--- src/rtl/demoscene_pkg.sv ---
// Shared definitions for the demoscene frame engine.
//   - Default 640x480@60 VGA timing constants (pixel clock 25.175 MHz).
//   - Position counter width used by all timing logic.
//   - Scene sequencer state encoding (ST_PLAY / ST_HOLD).
//   - clog2 helper for sizing index and counter fields.
package demoscene_pkg;

  localparam int DEF_H_VIS  = 640;
  localparam int DEF_H_FP   = 16;
  localparam int DEF_H_SYNC = 96;
  localparam int DEF_H_BP   = 48;
  localparam int DEF_V_VIS  = 480;
  localparam int DEF_V_FP   = 10;
  localparam int DEF_V_SYNC = 2;
  localparam int DEF_V_BP   = 33;

  // hpos/vpos are fixed at this width regardless of geometry.
  localparam int POS_W = 10;

  // Scene sequencer states. Kept as plain constants so older
  // blocks that compare against raw bits keep working.
  localparam logic ST_PLAY = 1'b0;
  localparam logic ST_HOLD = 1'b1;

  // Smallest r with 2**r >= n. Returns 0 for n <= 1.
  function automatic int clog2(input int n);
    int r;
    r = 0;
    while ((1 << r) < n) r++;
    return r;
  endfunction

endpackage

--- src/rtl/demoscene_frame_engine_sync_delay_line.sv ---
// sync_delay_line: WIDTH-bit wide, DEPTH-stage shift register used to
// align timing flags with the external pixel generator's latency.
//   clk   in   pixel clock
//   rst_n in   synchronous active-low reset, clears every stage
//   din   in   WIDTH  flags entering the line
//   dout  out  WIDTH  flags delayed by DEPTH cycles (DEPTH=0: din itself)
module sync_delay_line
  import demoscene_pkg::*;
#(
  parameter int WIDTH = 1,
  parameter int DEPTH = 1
) (
  input  logic             clk,
  input  logic             rst_n,
  input  logic [WIDTH-1:0] din,
  output logic [WIDTH-1:0] dout
);

  if (DEPTH == 0) begin : g_bypass
    logic unused_clk_rst;
    assign unused_clk_rst = clk ^ rst_n;
    assign dout = din;
  end else begin : g_shift
    logic [WIDTH-1:0] stage_q [DEPTH];

    always_ff @(posedge clk) begin
      if (!rst_n) begin
        for (int i = 0; i < DEPTH; i++) stage_q[i] <= '0;
      end else begin
        stage_q[0] <= din;
        for (int i = 1; i < DEPTH; i++) stage_q[i] <= stage_q[i-1];
      end
    end

    assign dout = stage_q[DEPTH-1];
  end

endmodule

--- src/rtl/demoscene_frame_engine.sv ---
// demoscene_frame_engine: parametrised VGA timing generator with sync
// re-alignment to an external pixel pipeline, a frame counter and a
// frame-synchronous scene sequencer (auto-advance, hold, skip).
//   clk          in   pixel clock
//   rst_n        in   synchronous active-low reset
//   hold         in   level, freezes the per-scene frame counter
//   skip         in   pulse, requests an advance at a frame end
//   pix_r/g/b    in   COLOR_W colour, valid PIPE_DEPTH cycles after hpos/vpos
//   hpos, vpos   out  10-bit raw counters (combinational)
//   display_on   out  current position visible (undelayed)
//   frame_start  out  hpos==0 && vpos==0
//   frame_count  out  FRAME_W completed frames, wrapping
//   scene_idx    out  active scene
//   scene_start  out  one-cycle pulse on scene change (with frame_start)
//   vga_r/g/b    out  registered colour, blanked outside the visible area
//   hsync, vsync out  registered syncs aligned with vga_*
module demoscene_frame_engine
  import demoscene_pkg::*;
#(
  parameter int   H_VIS        = DEF_H_VIS,
  parameter int   H_FP         = DEF_H_FP,
  parameter int   H_SYNC       = DEF_H_SYNC,
  parameter int   H_BP         = DEF_H_BP,
  parameter int   V_VIS        = DEF_V_VIS,
  parameter int   V_FP         = DEF_V_FP,
  parameter int   V_SYNC       = DEF_V_SYNC,
  parameter int   V_BP         = DEF_V_BP,
  parameter logic SYNC_POL     = 1'b0,
  parameter int   COLOR_W      = 2,
  parameter int   PIPE_DEPTH   = 1,
  parameter int   NUM_SCENES   = 4,
  parameter int   SCENE_FRAMES = 256,
  parameter int   FRAME_W      = 16,
  localparam int  SCENE_W      = (clog2(NUM_SCENES) < 1) ? 1 : clog2(NUM_SCENES)
) (
  input  logic               clk,
  input  logic               rst_n,
  input  logic               hold,
  input  logic               skip,
  input  logic [COLOR_W-1:0] pix_r,
  input  logic [COLOR_W-1:0] pix_g,
  input  logic [COLOR_W-1:0] pix_b,
  output logic [POS_W-1:0]   hpos,
  output logic [POS_W-1:0]   vpos,
  output logic               display_on,
  output logic               frame_start,
  output logic [FRAME_W-1:0] frame_count,
  output logic [SCENE_W-1:0] scene_idx,
  output logic               scene_start,
  output logic [COLOR_W-1:0] vga_r,
  output logic [COLOR_W-1:0] vga_g,
  output logic [COLOR_W-1:0] vga_b,
  output logic               hsync,
  output logic               vsync
);

  localparam int H_TOT = H_VIS + H_FP + H_SYNC + H_BP;
  localparam int V_TOT = V_VIS + V_FP + V_SYNC + V_BP;
  localparam int SCN_CNT_W = (clog2(SCENE_FRAMES) < 1) ? 1 : clog2(SCENE_FRAMES);

  if (H_TOT > (1 << POS_W)) begin : g_h_too_big
    $error("demoscene_frame_engine: H_TOT exceeds 1024");
  end
  if (V_TOT > (1 << POS_W)) begin : g_v_too_big
    $error("demoscene_frame_engine: V_TOT exceeds 1024");
  end
  if (PIPE_DEPTH < 0 || PIPE_DEPTH > 8) begin : g_bad_depth
    $error("demoscene_frame_engine: PIPE_DEPTH must be 0..8");
  end
  if (SCENE_FRAMES < 1) begin : g_bad_scene_frames
    $error("demoscene_frame_engine: SCENE_FRAMES must be at least 1");
  end

  // Window bounds are compared one bit wider so a sync pulse that runs
  // to the very end of a 1024-wide line does not wrap to 0.
  localparam int XW = POS_W + 1;
  localparam logic [XW-1:0] H_VIS_X = XW'(H_VIS);
  localparam logic [XW-1:0] H_SS_X  = XW'(H_VIS + H_FP);
  localparam logic [XW-1:0] H_SE_X  = XW'(H_VIS + H_FP + H_SYNC);
  localparam logic [XW-1:0] V_VIS_X = XW'(V_VIS);
  localparam logic [XW-1:0] V_SS_X  = XW'(V_VIS + V_FP);
  localparam logic [XW-1:0] V_SE_X  = XW'(V_VIS + V_FP + V_SYNC);
  localparam logic [POS_W-1:0] H_LAST = POS_W'(H_TOT - 1);
  localparam logic [POS_W-1:0] V_LAST = POS_W'(V_TOT - 1);
  localparam logic [SCN_CNT_W-1:0] SCN_LAST   = SCN_CNT_W'(SCENE_FRAMES - 1);
  localparam logic [SCENE_W-1:0]   SCENE_LAST = SCENE_W'(NUM_SCENES - 1);

  logic [POS_W-1:0] h, v;
  logic [XW-1:0]    h_x, v_x;
  logic             h_last, v_last, frame_end;
  logic             hs_raw, vs_raw;
  logic [2:0]       align_dly;
  logic             de_dly, hs_dly, vs_dly;

  logic                 state;
  logic [SCN_CNT_W-1:0] scn_cnt;
  logic                 skip_pend;
  logic                 advance;

  // ---- stage 0: raw position counters and decoded flags ----
  always_ff @(posedge clk) begin
    if (!rst_n) begin
      h <= '0;
      v <= '0;
    end else if (h_last) begin
      h <= '0;
      v <= v_last ? '0 : v + POS_W'(1);
    end else begin
      h <= h + POS_W'(1);
    end
  end

  assign h_x       = {1'b0, h};
  assign v_x       = {1'b0, v};
  assign h_last    = (h == H_LAST);
  assign v_last    = (v == V_LAST);
  assign frame_end = h_last && v_last;

  assign hpos        = h;
  assign vpos        = v;
  assign display_on  = (h_x < H_VIS_X) && (v_x < V_VIS_X);
  assign frame_start = (h == '0) && (v == '0);
  assign hs_raw      = (h_x >= H_SS_X) && (h_x < H_SE_X);
  assign vs_raw      = (v_x >= V_SS_X) && (v_x < V_SE_X);

  // ---- stages 1..PIPE_DEPTH: flags travel alongside the pixel pipeline ----
  sync_delay_line #(
    .WIDTH (3),
    .DEPTH (PIPE_DEPTH)
  ) u_align (
    .clk   (clk),
    .rst_n (rst_n),
    .din   ({display_on, hs_raw, vs_raw}),
    .dout  (align_dly)
  );

  assign {de_dly, hs_dly, vs_dly} = align_dly;

  // ---- output stage: blank colour and drive sync levels ----
  always_ff @(posedge clk) begin
    if (!rst_n) begin
      vga_r <= '0;
      vga_g <= '0;
      vga_b <= '0;
      hsync <= ~SYNC_POL;
      vsync <= ~SYNC_POL;
    end else begin
      vga_r <= de_dly ? pix_r : '0;
      vga_g <= de_dly ? pix_g : '0;
      vga_b <= de_dly ? pix_b : '0;
      hsync <= hs_dly ? SYNC_POL : ~SYNC_POL;
      vsync <= vs_dly ? SYNC_POL : ~SYNC_POL;
    end
  end

  always_ff @(posedge clk) begin
    if (!rst_n) frame_count <= '0;
    else if (frame_end) frame_count <= frame_count + FRAME_W'(1);
  end

  // Expiry and a pending skip in the same frame collapse into one advance.
  // A skip arriving on the frame-end cycle itself is not yet in skip_pend,
  // so it lands in the following frame.
  assign advance = frame_end &&
                   (skip_pend || ((state == ST_PLAY) && (scn_cnt == SCN_LAST)));

  always_ff @(posedge clk) begin
    if (!rst_n) begin
      state       <= ST_PLAY;
      scn_cnt     <= '0;
      skip_pend   <= 1'b0;
      scene_idx   <= '0;
      scene_start <= 1'b0;
    end else begin
      state       <= hold ? ST_HOLD : ST_PLAY;
      scene_start <= advance;
      skip_pend   <= frame_end ? skip : (skip_pend | skip);
      if (advance) begin
        scn_cnt   <= '0;
        scene_idx <= (scene_idx == SCENE_LAST) ? '0 : scene_idx + SCENE_W'(1);
      end else if (frame_end && (state == ST_PLAY)) begin
        scn_cnt <= scn_cnt + SCN_CNT_W'(1);
      end
    end
  end

endmodule

--- config.mk ---
export PLATFORM = sky130hd
export DESIGN_NAME = demoscene_frame_engine
export DESIGN_NICKNAME = d
export VERILOG_FILES = /design/src/rtl/demoscene_pkg.sv /design/src/rtl/demoscene_frame_engine_sync_delay_line.sv /design/src/rtl/demoscene_frame_engine.sv
export SDC_FILE = /design/constraint.sdc
export NUM_CORES = 1
export LEC_CHECK = 0
export ABC_AREA = 1
export CAP_MARGIN = 20
export CORE_ASPECT_RATIO = 0.8
export CORE_MARGIN = 2
export CORE_UTILIZATION = 50
export CTS_CLUSTER_DIAMETER = 50
export DETAILED_ROUTE_END_ITERATION = 16
export PLACE_DENSITY = 0.77
export SLEW_MARGIN = 20
export SYNTH_ARGS = -nofsm -noshare
export SYNTH_HDL_FRONTEND = slang
export SYNTH_SLANG_ARGS = --single-unit
--- constraint.sdc ---
create_clock -name clk -period 2 [get_ports clk]
set_clock_uncertainty 0.15 [all_clocks]
set_input_delay 0.2 -clock clk [delete_from_list [all_inputs] [get_ports clk]]
set_output_delay 0.2 -clock clk [all_outputs]
set_load 0.02 [all_outputs]
==> flow_summary.ini <==
[clock_network]
htree_levels = 3
cts_root_buffer = clkbuf_8
postCtsSetupBuffers = 0
cts.sinks = 60
max-clock-path-buffers = 2
path_clk_slew_ns = 0.07
tritoncts = done
numCtsBuffers = 9
clk_latency_ns = 0.35

[worst_setup_path]
cp-end-kind = output pin
worstSetupPathDepth = 6
r2r-start = hpos[0]
rr_endpoint = scn_cnt[5]
required_ns = 1.65
crit_chain = inv_1 -> nand2_1 -> nor2_1 -> nand4_1 -> nor3_1 -> clkbuf_2
ff2ff_path_depth = 8
slowest_stage = dfxtp_1
critPathArrivalTime_ns = 1.51
start_kind = register
r2r_slack_ns = 0.15
critPathKind = register to output pin
crit_fanout = 5
crit_end = frame_start
worstSetupStartpoint = hpos[6]
cp_slowest_stage_delay_ns = 0.35
cp_num_buf_inv = 2
cpLargestDelayFamily = simple AND/OR/NAND/NOR gates

[yosys]
ys_dominant_reg_cell = dfxtp_1
synth-edff-count = 0
synth-async-reset-ratio_pct = 0
avgSynthCellArea_um2 = 6.87
synth_mux_area_share_pct = 0
yosys_warnings = 0
synth-simple-area-share_pct = 36.9
synth_most_common_cell = nand2_1
synth_top_family_by_area = simple AND/OR/NAND/NOR gates
ys_types = 32
synth_top_area_share_pct = 39.6
synth-compound-area-share_pct = 8.82
ys_seq_area_share_pct = 39.6
synth-xor-area-share_pct = 3.17
synth_cells = 442
synth.net_count = 459
synth_area_um2 = 3040
synth_seq_cells = 60
synth_fa_ha_area_share_pct = 2.89
synthTopCellsByArea = dfxtp_1, nand2_1, nor2_1
synth_top_area_cell = dfxtp_1
ys_top_cells_by_count = nand2_1, nor2_1, dfxtp_1

[pwr]
vdd_ir_drop_max_mv = 0.722
leakagePower_nw = 1.59
p_per_area_nw_per_um2 = 664

[sta]
rsz0062_at_grt = no
setup-tns-final_ns = 0
period_minus_slack_ns = 1.86
hold_viol_final = 0
fmax_ghz = 0.538
slew_headroom_pct = 75.5
tightest_slew_ns = 0.367
finalCritPeriodShare_pct = 92.9
setup_viol = 0
slew_viol_final = 0

[routing]
wl_per_cell_um = 12.8
drc = 0
firstDrtPassIters = 4
wl_um = 7770
avgViaCountPerCell = 5.00
met2_length_um = 3670
vias = 3027
wl_met1_um = 3550
top_layer_used = met4
dr_wl_met3_um = 445
ant_nets = 0
drt_iter0_markers = 208

[grt]
grt.overflow.total = 0
grt_max_degree = 18
antenna_found_initial = 0
grt_pass1_wl_um = 12300
grt_util_all_layers_pct = 23.6
grt_pass1_vias = 2736

[floorplanning]
die_w_um = 91.1
die_y_um = 73.7
rows = 25
ios = 59
initial_core_util_pct = 51.6
core_area_um2 = 5880
die_area_um2 = 6710

[placed_design]
dpl.cell_count = 590
dp.final_hpwl_um = 5720
port_buffers = 58
gp_congestion = 0.873

[final_layout]
antenna_cells = 0
drive_gt1_share_pct = 11.1
final_nets = 537
fin_cells = 605
area_delta_synth_final_pct = 32.5

[hold_path]
hold_path_class = register to register
whs_path_depth = 1

[run]
max_cap_violations = 0

[run_status]
status = finished, final reports clean
-- routing by layer --
metal,vias to the layer above,track usage [%]
met1,1374,29.1
met4,0,9.43
met5,-,0
li1,1554,-
met2,92,38.8
met3,7,7.79
-- how the worst min path moves through the flow --
stage,from,end
after CTS,u_align.g_shift.stage_q[0][0],vsync
final,u_align.g_shift.stage_q[0][0],vsync
after global placement,u_align.g_shift.stage_q[0][0],vsync
after floorplan,hold,state
after global routing,u_align.g_shift.stage_q[0][0],vsync
after detailed placement,u_align.g_shift.stage_q[0][0],vsync
-- cells in the final DEF, fill, tap and decap left out, types with 3 or more instances in the layout --
master           synthesis  final
bufinv_16                0      3
nor3_1                  10     10
a21oi_1                 22     22
nand3_1                 33     32
buf_4                    0     16
nand2_1                122    122
nand4_1                  5      5
inv_1                   52     52
clkbuf_8                 0     10
clkdlybuf4s50_1          0     56
xor2_1                   9      9
nand2_2                  4      4
nand3b_1                 3      3
nor2_4                   3      3
clkinv_2                 1      3
ha_1                     7      7
nand3_2                  2      3
dfxtp_1                 60     60
a21oi_2                  9      9
o21ai_0                 13     13
nor2_1                  64     64
-- stage by stage --
stage                     util [%]  area, um2  power [W]  setup WS (ns)  hold WS, ns
after floorplan                  -       3040    0.00131          0.189        0.148
after CTS                     68.4       4020    0.00270      0.0000271        0.217
after global placement        64.4       3790    0.00137          0.119        0.197
after global routing          68.4       4020    0.00276        0.00850        0.231
final                         68.4       4020    0.00267          0.142        0.214
after detailed placement      64.4       3790    0.00137          0.100        0.201
-- state kept, by name (all words and copies together), names as in the netlist --
name	flops
frame_count	16
hpos	10
hsync	1
scene_idx	2
scene_start	1
scn_cnt	8
skip_pend	1
state	1
u_align.g_shift.stage_q	3
vga_b	2
vga_g	2
vga_r	2
vpos	10
vsync	1
-- power by group --
group | leakage, nW | internal [W] | switching (W)
combinational | 0.980 | 0.0000560 | 0.0000702
sequential | 0.486 | 0.00121 | 0.00000900
clock | 0.122 | 0.000850 | 0.000478
total | 1.59 | 0.00211 | 0.000558
-- timing repair --
| item | 4_1_cts | 5_1_grt |
|---|---|---|
| hold buffers | 0 | 0 |
| resized for setup | 2 | 4 |
| endpoints found under the setup margin | 2 | 9 |
-- cell families (layout without fill, tap and decap cells) --
logic type,Yosys count,in the layout
AOI/OAI and AO/OA,46,46
xor gates and xnor gates,11,11
adders and majority gates,7,7
buffers and inverters,63,145
DFF,60,60
and+or+nand+nor,255,255
-- cell type report --
class                   instances  area [um2]
fillers                       530        1860
multi-input cells             319        1580
flip-flops and latches         60        1200
repair buffers                 74         694
inverters                      56         211
clock buffers                  10         138
well taps                      81         101
clock inverters                 5         100
Power figures use the tool's default switching activity.
